$ cat config.mk
export PLATFORM = sky130hd
export DESIGN_NAME = io_cfg_loader
export DESIGN_NICKNAME = d
export VERILOG_FILES = /design/src/rtl/io_cfg_loader.sv
export SDC_FILE = /design/constraint.sdc
export NUM_CORES = 1
export LEC_CHECK = 0
export CAP_MARGIN = 5
export CORE_UTILIZATION = 51
export CTS_CLUSTER_DIAMETER = 60
export DETAILED_ROUTE_END_ITERATION = 10
export GPL_ROUTABILITY_DRIVEN = 0
export GPL_TIMING_DRIVEN = 0
export PLACE_DENSITY = 0.78
export SLEW_MARGIN = 20
export SYNTH_ARGS = -nofsm -noshare
export SYNTH_HDL_FRONTEND = slang
export SYNTH_SLANG_ARGS = --single-unit
$ cat constraint.sdc
create_clock -name IOCLK -period 1.7 [get_ports IOCLK]
set_input_delay 0.425 -clock IOCLK [delete_from_list [all_inputs] [get_ports IOCLK]]
set_output_delay 0.425 -clock IOCLK [all_outputs]
set_load 0.01 [all_outputs]
$ cat src/rtl/io_cfg_loader.sv
// Framed byte-stream loader for per-IO TSMUX/DORREG configuration with atomic commit.
// Optional CRC-8 trailer check is enabled by defining CFG_CRC_EN.
module io_cfg_loader #(
  parameter int NIO = 8
) (
  input  logic             IOCLK,
  input  logic             RST,
  input  logic [7:0]       DIN,
  input  logic             DVALID,
  output logic             DREADY,
  output logic [2*NIO-1:0] CFG_TSMUX,
  output logic [NIO-1:0]   CFG_DORREG,
  output logic             CFG_VALID,
  output logic             DONE,
  output logic             ERR
);

  localparam int         CW   = $clog2(NIO + 1);
  localparam logic [7:0] SYNC = 8'hA5;

`ifdef CFG_CRC_EN
  typedef enum logic [1:0] {IDLE, LOAD, CHECK, COMMIT} state_t;
`else
  typedef enum logic [1:0] {IDLE, LOAD, COMMIT} state_t;
`endif

  state_t           state_reg, state_next;
  logic [CW-1:0]    cnt_reg;
  logic [2*NIO-1:0] shadow_tsmux_reg;
  logic [NIO-1:0]   shadow_dorreg_reg;
  logic [2*NIO-1:0] tsmux_reg;
  logic [NIO-1:0]   dorreg_reg;
  logic             valid_reg;
  logic             done_reg;
  logic             err_reg;

  logic accept;
  logic byte_bad;
  logic last_payload;
  logic sync_hit;
  logic load_byte;
  logic frame_abort;
  logic commit;

  // Reset holds DREADY low combinationally so no byte is ever accepted under reset.
  assign DREADY       = !RST && (state_reg != COMMIT);
  assign accept       = DVALID && DREADY;
  assign byte_bad     = |DIN[7:3];
  assign last_payload = (cnt_reg == CW'(NIO - 1));

`ifdef CFG_CRC_EN
  logic [7:0] crc_reg;

  function automatic logic [7:0] crc8_step(input logic [7:0] crc, input logic [7:0] data);
    logic [7:0] c;
    c = crc ^ data;
    for (int b = 0; b < 8; b++) begin
      c = c[7] ? ({c[6:0], 1'b0} ^ 8'h07) : {c[6:0], 1'b0};
    end
    return c;
  endfunction

  always_ff @(posedge IOCLK) begin
    if (RST || sync_hit) begin
      crc_reg <= 8'h00;
    end else if (load_byte) begin
      crc_reg <= crc8_step(crc_reg, DIN);
    end
  end
`endif

  always_ff @(posedge IOCLK) begin
    if (RST) begin
      state_reg <= IDLE;
    end else begin
      state_reg <= state_next;
    end
  end

  always_comb begin
    state_next  = state_reg;
    sync_hit    = 1'b0;
    load_byte   = 1'b0;
    frame_abort = 1'b0;
    commit      = 1'b0;
    case (state_reg)
      IDLE: begin
        if (accept && DIN == SYNC) begin
          sync_hit   = 1'b1;
          state_next = LOAD;
        end
      end
      LOAD: begin
        if (accept) begin
          if (byte_bad) begin
            frame_abort = 1'b1;
            state_next  = IDLE;
          end else begin
            load_byte = 1'b1;
            if (last_payload) begin
`ifdef CFG_CRC_EN
              state_next = CHECK;
`else
              state_next = COMMIT;
`endif
            end
          end
        end
      end
`ifdef CFG_CRC_EN
      CHECK: begin
        if (accept) begin
          if (DIN == crc_reg) begin
            state_next = COMMIT;
          end else begin
            frame_abort = 1'b1;
            state_next  = IDLE;
          end
        end
      end
`endif
      COMMIT: begin
        commit     = 1'b1;
        state_next = IDLE;
      end
      default: state_next = IDLE;
    endcase
  end

  always_ff @(posedge IOCLK) begin
    if (RST || sync_hit) begin
      cnt_reg <= '0;
    end else if (load_byte) begin
      cnt_reg <= cnt_reg + 1'b1;
    end
  end

  always_ff @(posedge IOCLK) begin
    if (RST || sync_hit) begin
      err_reg <= 1'b0;
    end else if (frame_abort) begin
      err_reg <= 1'b1;
    end
  end

  // Each IO slot owns its own shadow field; an aborted frame wipes the whole shadow.
  generate
    for (genvar gi = 0; gi < NIO; gi++) begin : g_shadow
      always_ff @(posedge IOCLK) begin
        if (RST || frame_abort) begin
          shadow_tsmux_reg[2*gi +: 2] <= 2'b00;
          shadow_dorreg_reg[gi]       <= 1'b0;
        end else if (load_byte && cnt_reg == CW'(gi)) begin
          shadow_tsmux_reg[2*gi +: 2] <= DIN[1:0];
          shadow_dorreg_reg[gi]       <= DIN[2];
        end
      end
    end
  endgenerate

  always_ff @(posedge IOCLK) begin
    if (RST) begin
      tsmux_reg  <= '0;
      dorreg_reg <= '0;
      valid_reg  <= 1'b0;
      done_reg   <= 1'b0;
    end else begin
      done_reg <= commit;
      if (commit) begin
        tsmux_reg  <= shadow_tsmux_reg;
        dorreg_reg <= shadow_dorreg_reg;
        valid_reg  <= 1'b1;
      end
    end
  end

  assign CFG_TSMUX  = tsmux_reg;
  assign CFG_DORREG = dorreg_reg;
  assign CFG_VALID  = valid_reg;
  assign DONE       = done_reg;
  assign ERR        = err_reg;

endmodule

* After elaboration in Yosys (flattened, before gate mapping)
Cells that the tools add are included.
Word-level totals: flip-flop bits (word level) 57, output and inout port bits 28
Cells by class: add/subtract/negate cells 1, eq/ne operators 14, muxes and demuxes 14, reductions and logical operators 18
Operators by type and width (number):
- 4-bit by 3-bit == test with 1-bit output (second input constant) | 4
- 1-bit logical AND | 11
- 1-bit 2-to-1 mux | 9
- 4-bit by 2-bit == test with 1-bit output (second input constant) | 2
- 8-bit == test (second input constant) | 1
- 2-bit 2-to-1 mux | 4
- 2-bit != test (second input constant) | 3
- 5-bit OR reduction | 1
- 4-bit by 1-bit adder with 4-bit output (second input constant) | 1
- 4-bit by 1-bit == test with 1-bit output (second input constant) | 1
- 4-bit logical NOT | 1
- 2-bit case mux with 2 select lines | 1
- 3-bit != test (second input constant) | 1
- 3-bit AND reduction | 1
- 2-bit by 1-bit == test with 1-bit output (second input constant) | 1
- 2-bit == test (second input constant) | 1
- 2-bit logical NOT | 1
- 1-bit logical OR | 2
- 1-bit logical NOT | 1

* Logic depth before layout (Yosys ltp)
Gate-level depths: netlist of run 1.
depth after elaboration 7, gate-level depth with buffers 6, gate-level depth less buffers 6

* Worst setup path after synthesis of run 1
No wires, ideal clock.
path type in2reg, start in DIN[3], end reg shadow_dorreg_reg[0], library setup time 128 ps, arrival 1396 ps, setup slack 177 ps, cell stages on the path 5, buffers on the path 1, cells stage by stage nor3_2 clkbuf_1 nand4_1 mux2i_1 nor2_1
On the way: cells in the longest elaborated chain, start to end 5, elaborated cells on any way between the ends 9, classes of those cells mux (6); reduce/logical (3)
RTL lines:
- start, declared | line 8 | input logic [7:0] DIN,
- 5-bit OR reduction (*) | line 48 | assign byte_bad = |DIN[7:3];
- 1-bit 2-to-1 mux | line 95 | if (byte_bad) begin
- 1-bit 2-to-1 mux | line 94 | if (accept) begin
- 1-bit 2-to-1 mux | line 86 | case (state_reg)
- 1-bit logical AND or 1-bit logical OR (tied branches) | line 153, 150
- end signal, assigned by index | line 155 | shadow_dorreg_reg[gi] <= DIN[2];
- end, declared | line 30 | logic [NIO-1:0] shadow_dorreg_reg;
Mark *: on every way between the ends. The rest lies on a longest branch, timed or not. A chain may end at the register's enable or synchronous reset.

* Worst setup path in the final report of run 1
start reg dorreg_reg[7] (netlist: CFG_DORREG[7]), end out CFG_DORREG[7]
RTL lines:
- start, declared | line 32 | logic [NIO-1:0] dorreg_reg;
- start signal, assigned | line 171 | dorreg_reg <= shadow_dorreg_reg;
- end, declared | line 12 | output logic [NIO-1:0] CFG_DORREG,
No word-level cell between the ends.

==> metrics, run 1 <==
RSZ-0062 raised after global routing=no; Die Wd=66.7 microns; CTS H-tree depth=3; leakage=1.28 nW; Max Fclk=603 MHz; initial antenna violation count=0; post-layout min period=1.66 ns; Routed Antenna Nets=0; total grt overflow=0; clk sink count=57; Setup crit start kind=flop; Sw Pwr=595 uW; slowest cell delay on critical path=0.55 ns; Final Skew=0.00625 ns; syn avg cell area=10.6 sq um; Post-Layout Cell Count=307; filler cell count=309; worst endpoint data arrival time=1.23 ns; adder-cell share of the synthesized area=0.0234; ys flop type=dfxtp_1; largest net degree at the start of global routing=17; CTS Hold Bufs=0; router iterations before antenna repair=4; I/O pin count=39; final core occ=0.714; fin nets=267; drc violations=0; Yosys top cell by area=dfxtp_1; Hold Violations, Final=0; post-synthesis sequential area ratio=0.534; Crit Path Class=reg2out; Initial Utilization=0.534; CTS max path bufs=2; count leader, synth=dfxtp_1; sw frac=0.216; clk slew on worst S/H paths=0.06 ns; Hold Path Class=in2reg; Ys Warns=0; Area contributors post-synth=dfxtp_1 (53%), mux2i_1 (10%), a22o_1 (9.8%), nor2_1 (4.7%), ha_1 (2.3%); Post-DP HPWL=3000 microns; global-route wire length before repair=7200 microns; XOR/XNOR Fraction of Synth Area=0.00820; slowest CP cell=clkdlybuf4s50_1; clock power share=0.484; placed cell count=287; synth unique cells=29; crit-path leading delay family=buffers and inverters; Compound-Gate Fraction of Synth Area=0.142; TritonCTS clock tree=built; area share of the largest cell type after synthesis=0.534; fin. max-slew vios=0; n_diodes=0; total CTS buffers=9; critical-path cell list=clkdlybuf4s50_1; Crit. End Element=primary output; Comb power frac=0.032; setup_tns=0 ns; buffer and inverter count on the worst path=1; internal power=2.16 mW; Post-Synthesis Cells=202; root buffer cell=clkbuf_8; Least-Margin Pin Slew=0.592 ns; vias in the first global route=1,443; sequential group share of total power=0.484; Via density=5.44; die outline height=66.7 microns; wire per inst=14.8 microns; Core Area=4000 sq um; Synth top cells by count=dfxtp_1 (57), nor2_1 (27), a22o_1 (24), mux2i_1 (22), clkbuf_1 (9); Worst slew margin=0.603; status=complete, no violations; Die Area=4450 sq um; Cell Pwr Density=966 nW/um^2; Synth Net Count=217; Routed WL=4550 microns; All-Layer GR Usage=0.226; number of buffers inserted by port buffering=35; Area growth syn-to-layout=33.6%; Peak VDD IR=0.535 mV; initial detailed-routing violation count=89; Synth Area in Simple Gates=0.152; Via Count=1,670; worst hold slack=0.329 ns; CP required=1.27 ns; register bit total from synthesis=57; fraction of registers with async set or reset after synthesis=0; Post-synth EDFFs=0; period utilization=0.976; # setup viols final=0; mapped cell area=2140 sq um; largest family of logic cells by synthesized area=simple AND/OR/NAND/NOR gates; Skew-Pair Late Insertion Delay=0.34 ns; multiplexer share of the synthesized area=0.103; crit path max fanout=2; max-cap violations=0; row count=23; layout cells sized above 1=0.156
## path summary, 6_finish.rpt
check	slack [ns]	end	cells past startpoint	from
worst max-delay path	0.04	CFG_DORREG[7]	1	CFG_DORREG[7]
worst min-delay path	0.33	state_reg[0]	2	DVALID
worst max register to register	0.12	shadow_tsmux_reg[10]	5	state_reg[0]
worst min register to register	0.45	CFG_VALID	1	CFG_VALID
## cells by family (layout without fill, tap and decap cells)
family,count (synthesis),in the layout
flops,57,57
simple gates,58,58
xor+xnor,2,2
fa+ha+maj,4,4
mux,22,22
compound gates,40,40
buf+inv,19,74
## layer usage
| layer | track usage | vias to the layer above | routed length, microns |
|---|---|---|---|
| li1 | - | 829 | - |
| met1 | 0.298 | 795 | 2210 |
| met2 | 0.328 | 38 | 2050 |
| met3 | 0.0788 | 8 | 212 |
| met4 | 0.104 | 0 | 68 |
| met5 | 0 | - | 0 |
## power by group through the flow
stage               clock, mW  sequential [mW]  combinational, mW
floorplan                   0             1.37             0.0401
global placement            0             1.37             0.0786
detailed placement          0             1.37             0.0778
CTS                      1.36             1.34             0.0816
global route             1.42             1.33             0.0969
finish                   1.33             1.34             0.0889
## per-stage QoR
step / total power, mW / setup slack, ns / instance area (sq um)
after global placement: 1.44 / -1.10 / 2550
after global routing: 2.85 / 0.00586 / 2860
after detailed placement: 1.44 / -1.10 / 2550
after floorplan: 1.41 / 0.177 / 2140
final: 2.76 / 0.0403 / 2860
after CTS: 2.78 / 0.00605 / 2790
## placed cells by master, fill, tap and decap left out, types with 2 or more instances in the layout
| cell type | count |
|---|---|
| dfxtp_1 | 56 |
| clkdlybuf4s50_1 | 31 |
| nor2_1 | 26 |
| a22o_1 | 24 |
| mux2i_1 | 22 |
| clkbuf_8 | 12 |
| nand4_1 | 8 |
| a21oi_1 | 6 |
| buf_2 | 5 |
| buf_4 | 5 |
| inv_1 | 4 |
| o21ai_0 | 4 |
| nand2_1 | 4 |
| nor3b_1 | 4 |
| and3b_1 | 4 |
| ha_1 | 4 |
| clkbuf_1 | 3 |
| a21o_1 | 3 |
| clkbuf_4 | 3 |
| clkbuf_2 | 2 |
| and4_1 | 2 |
| buf_6 | 2 |
| clkinvlp_4 | 2 |
| dlymetal6s2s_1 | 2 |
## final cells by class
class	instances	area (sq um)	area share
Clock buffer	12	165	0.0578
Buffer	13	81.3	0.0285
Multi-Input combinational cell	126	946	0.331
Tap cell	50	62.6	0.0219
Inverter	4	15.0	0.00526
Clock inverter	4	50.0	0.0175
Timing Repair Buffer	41	393	0.138
Sequential cell	57	1140	0.400
## repair_timing
| action | in CTS | in global routing |
|---|---|---|
| gates cloned | 0 | 1 |
| gates resized for setup | 11 | 20 |
| endpoints found under the hold margin | 0 | 0 |
| pin swaps | 1 | 4 |
| setup buffers | 1 | 4 |
| endpoints found under the setup margin | 37 | 35 |
Note: power is estimated with default switching activity, not from simulation.
==> inputs of run 2 (changes only) <==
--- a/config.mk
+++ b/config.mk
@@ -6,6 +6,7 @@
 export NUM_CORES = 1
 export LEC_CHECK = 0
 export CAP_MARGIN = 5
+export CORE_MARGIN = 3
 export CORE_UTILIZATION = 51
 export CTS_CLUSTER_DIAMETER = 60
 export DETAILED_ROUTE_END_ITERATION = 10
==> run 2 against run 1 <==
Effect of this change: global-route usage shrank 2.8 points; count of clock-buffer cells in the layout grew 1; fmax is essentially flat; core utilization grew 2.3 points; cell count shrank 0.33%; critical path type unchanged; sequential share of layout area grew 0.26 points; clock power shrank 14%; non-clock buffer count grew 2; highest routed layer unchanged; die area grew 12%; register-to-register slack gained 0.04 ns.
==> metrics, run 2 (same netlist as run 1, synthesis figures left out) <==
Area growth syn-to-layout=32.9%; n_diodes=0; Via density=5.51; Die Wd=70.7 microns; initial antenna violation count=0; fin. max-slew vios=0; final core occ=0.737; Design Area, Final=2840 sq um; initial detailed-routing violation count=78; internal power=2.01 mW; Post-DP HPWL=3180 microns; Peak VDD IR=0.609 mV; Routed WL=4780 microns; Setup crit start kind=flop; # setup viols final=0; met1 GRT Util=0.249; CTS max path bufs=2; root buffer cell=clkbuf_8; CP required=1.27 ns; clk sink count=57; buffer and inverter count on the worst path=1; M2 GR Usage=0.302; setup_tns=0 ns; Skew-Pair Late Insertion Delay=0.33 ns; I/O pin count=39; Worst slew margin=0.622; worst hold slack=0.318 ns; CTS H-tree depth=3; Crit Path Class=reg2out; Routed Antenna Nets=0; crit path max fanout=2; total grt overflow=0; largest net degree at the start of global routing=11; Max Fclk=603 MHz; total CTS buffers=9; worst endpoint data arrival time=1.23 ns; status=complete, no violations; Core Area=3850 sq um; crit-path leading delay family=buffers and inverters; Sw Pwr=554 uW; Least-Margin Pin Slew=0.564 ns; critical-path cell list=clkdlybuf4s50_1; Via Count=1,686; global-route wire length before repair=7690 microns; Die Area=5000 sq um; period utilization=0.976; post-layout min period=1.66 ns; slowest CP cell=clkdlybuf4s50_1; clock power share=0.443; Crit. End Element=primary output; sw frac=0.216; commonest non-fill, non-tap cell in the layout=dfxtp_1; TritonCTS clock tree=built; CTS Hold Bufs=0; router iterations before antenna repair=4; most frequent cells in the layout=dfxtp_1 (55), clkdlybuf4s50_1 (29), nor2_1 (26), a22o_1 (24), mux2i_1 (22); drc violations=0; Area after DPL=2550 sq um; row count=22; layout cells sized above 1=0.171; wire per inst=15.6 microns; Comb power frac=0.037; sequential group share of total power=0.521; All-Layer GR Usage=0.199; number of buffers inserted by port buffering=35; Cell Pwr Density=903 nW/um^2; RSZ-0062 raised after global routing=no; Hold Violations, Final=0; total power=2.57 mW; grt peak-use layer=met2; vias in the first global route=1,655; die outline height=70.7 microns; Final Skew=0.00440 ns; max-cap violations=0; M3 GR Usage=0.0895; Initial Utilization=0.555; leakage=1.30 nW; Hold Path Class=in2reg; clk slew on worst S/H paths=0.06 ns; fin nets=269; slowest cell delay on critical path=0.55 ns
run 2: layout make-up:
cell class,instances,area [sq um]
fill,287,1010
multi-input combinational,126,946
clock inverter,2,12.5
buffer,14,90.1
inverter,4,15.0
sequential,57,1140
tap,48,60.1
clock buffer,13,169
timing repair buffer,42,404
run 2: power by group through the flow:
stage                     registers [mW]  clock network (mW)  logic (mW)
after floorplan                     1.37                   0      0.0401
after global placement              1.37                   0      0.0775
after detailed placement            1.37                   0      0.0778
after CTS                           1.34                1.15      0.0830
after global routing                1.34                1.21       0.101
final                               1.34                1.14      0.0937
run 2: layer usage:
| metal | wire length, microns | up-vias |
|---|---|---|
| met5 | 0 | - |
| met4 | 68 | 0 |
| met3 | 280 | 7 |
| met2 | 2320 | 55 |
| met1 | 2120 | 795 |
| li1 | - | 829 |
run 2: worst paths after layout:
path                             from                  end  slack [ns]  cells after the start
hold / removal                 DVALID         state_reg[0]        0.32                      2
hold reg to reg   shadow_tsmux_reg[3]         CFG_TSMUX[3]        0.46                      1
setup reg to reg           cnt_reg[0]  shadow_tsmux_reg[0]        0.16                      6
setup / recovery        CFG_DORREG[7]        CFG_DORREG[7]        0.04                      1
run 2: metrics by stage:
step	setup WS, ns	instances
floorplan	0.177	202
global placement	-1.10	285
detailed placement	-1.14	285
CTS	0.00188	301
global route	0.00761	306
finish	0.0414	306
run 2: repair_timing:
item,4_1_cts,5_1_grt
endpoints found under the setup margin,45,25
pin swaps,3,3
setup buffers,2,3
resized for setup,21,18
cloned,0,2
==> inputs of run 3 (changes only) <==
--- a/config.mk
+++ b/config.mk
@@ -13,7 +13,9 @@
 export GPL_ROUTABILITY_DRIVEN = 0
 export GPL_TIMING_DRIVEN = 0
 export PLACE_DENSITY = 0.78
+export RECOVER_POWER = 100
 export SLEW_MARGIN = 20
 export SYNTH_ARGS = -nofsm -noshare
 export SYNTH_HDL_FRONTEND = slang
 export SYNTH_SLANG_ARGS = --single-unit
+export TNS_END_PERCENT = 100
==> constraint.sdc (replaced) <==
create_clock -name IOCLK -period 1.6 [get_ports IOCLK]
set_input_delay 0.4 -clock IOCLK [delete_from_list [all_inputs] [get_ports IOCLK]]
set_output_delay 0.4 -clock IOCLK [all_outputs]
set_load 0.01 [all_outputs]
==> run 3 against run 2 <==
Effect of this change: power increased by 5.9%; highest routed layer unchanged; global-route usage increased by 0.80 points; clock skew about the same; via count is 0.36% higher; sequential cell count did not move; design area down 2.0%; wire length increased by 1.5%; die area unchanged; combinational power decreased by 3.6%; sequential power increased by 6%; critical path depth is 5 higher; cell count fell by 0.65%.
==> metrics, run 3 (same netlist as run 1, synthesis figures left out) <==
Routed Antenna Nets=0; Cell Pwr Density=975 nW/um^2; Via Count=1,692; Area growth syn-to-layout=30.3%; commonest non-fill, non-tap cell in the layout=dfxtp_1; fin nets=267; most frequent cells in the layout=dfxtp_1 (53), dlygate4sd2_1 (28), nor2_1 (26), a22o_1 (24), mux2i_1 (22); FF/Latch Area=1150 sq um; layout cells sized above 1=0.176; period utilization=0.977; Critical Path Start=state_reg[1]; Post-Layout Cell Count=304; worst endpoint data arrival time=1.78 ns; Core Area=3850 sq um; cell mode on critical path=buf_6; slowest cell delay on critical path=0.34 ns; max-cap violations=0; Peak VDD IR=0.643 mV; Hold Violations, Final=0; HP Start=DVALID; area of the multi-input gates=940 sq um; Die Wd=70.7 microns; total CTS buffers=9; Crit Path Class=reg2reg; Hold Path Class=in2reg; slowest CP cell=and4bb_4; Max Fclk=640 MHz; filler cell count=291; drc violations=0; CTS max path bufs=2; wire per inst=16.0 microns; crit path max fanout=5; largest net degree at the start of global routing=11; clk slew on worst S/H paths=0.06 ns; CP required=1.82 ns; vias in the first global route=1,729; CTS Hold Bufs=0; Least-Margin Pin Slew=0.599 ns; All-Layer GR Usage=0.207; initial antenna violation count=0; Setup crit start kind=flop; crit-path leading delay family=simple AND/OR/NAND/NOR gates; initial detailed-routing violation count=78; Routed WL=4860 microns; n_diodes=0; I/O pin count=39; Crit. End Element=flop; final core occ=0.722; worst r2r src=state_reg[1]; die outline height=70.7 microns; root buffer cell=clkbuf_8; total power=2.72 mW; post-layout min period=1.56 ns; pre-CTS setup slack=-1.19 ns; RSZ-0062 raised after global routing=yes; row count=22; fin. max-slew vios=0; CTS H-tree depth=3; total grt overflow=0; Worst slew margin=0.598; Initial Utilization=0.555; placed cell count=285; final worst slack=0.0364 ns; Via density=5.57; # setup viols final=0; status=complete, no violations; TritonCTS clock tree=built; Skew-Pair Late Insertion Delay=0.33 ns; critical-path cell list=buf_6 -> and4bb_4 -> buf_6 -> nand4_1 -> mux2i_1 -> nor2_1; number of buffers inserted by port buffering=35; Final Skew=0.00469 ns; Post-DP HPWL=3180 microns; Die Area=5000 sq um; setup_tns=0 ns; router iterations before antenna repair=4; leakage=1.37 nW; global-route wire length before repair=7990 microns; clk sink count=57; buffer and inverter count on the worst path=2
-- run 3: cell count changes in the layout (fill, tap and decap cells not counted), sizes merged --
cell / before / now
dlygate4sd2: 0 / 28
clkdlybuf4s50: 29 / 2
buf: 16 / 7
clkbuf: 19 / 26
dlymetal6s2s: 4 / 1
clkdlybuf4s25: 0 / 2
-- run 3: where the power goes --
group	leakage, nW	switching, mW	internal (mW)
registers	0.461	0.0000431	1.42
clock network	0.0915	0.529	0.677
logic	0.816	0.0569	0.0334
-- run 3: metal layers --
layer  global-route usage  vias to the layer above  share of wire
li1                     -                      825              -
met1                0.248                      805           0.46
met2                0.323                       49           0.47
met3               0.0909                       13          0.045
met4               0.0856                        0          0.019
met5                    0                        -              0
-- run 3: worst register-to-register path: cells and delay by family, from the launching register on --
family                 cells  cell delay, ns
flip-flops                 1            0.33
AND/OR/NAND/NOR            3            0.64
multiplexers               1            0.24
buffers and inverters      2            0.24
-- run 3: metrics by stage --
| step | area [sq um] | hold WS, ns |
|---|---|---|
| global placement | 2550 | 0.433 |
| CTS | 2770 | 0.395 |
| floorplan | 2140 | 0.436 |
| detailed placement | 2550 | 0.457 |
| global route | 2780 | 0.417 |
| finish | 2780 | 0.405 |
-- run 3: what timing repair did --
action	CTS	global route
buffers inserted	3	1
setup endpoints to repair	74	36
resized for setup	54	15
pin swaps	4	9
cloned	2	0
-- run 3: final cells by class --
cell class / instances / share of cell area
Clock buffer: 13 / 0.0607
Clock inverter: 2 / 0.00449
Timing Repair Buffer: 41 / 0.129
Sequential cell: 57 / 0.412
Tap cell: 48 / 0.0216
Multi-Input combinational cell: 126 / 0.338
Buffer: 13 / 0.0292
Inverter: 4 / 0.00539
-- run 3: worst paths after layout --
| kind | end | depth (start not counted) | slack [ns] |
|---|---|---|---|
| min reg2reg | CFG_TSMUX[3] | 1 | 0.46 |
| min | state_reg[0] | 2 | 0.41 |
| max | shadow_tsmux_reg[0] | 6 | 0.04 |
| max reg2reg | shadow_tsmux_reg[0] | 6 | 0.04 |
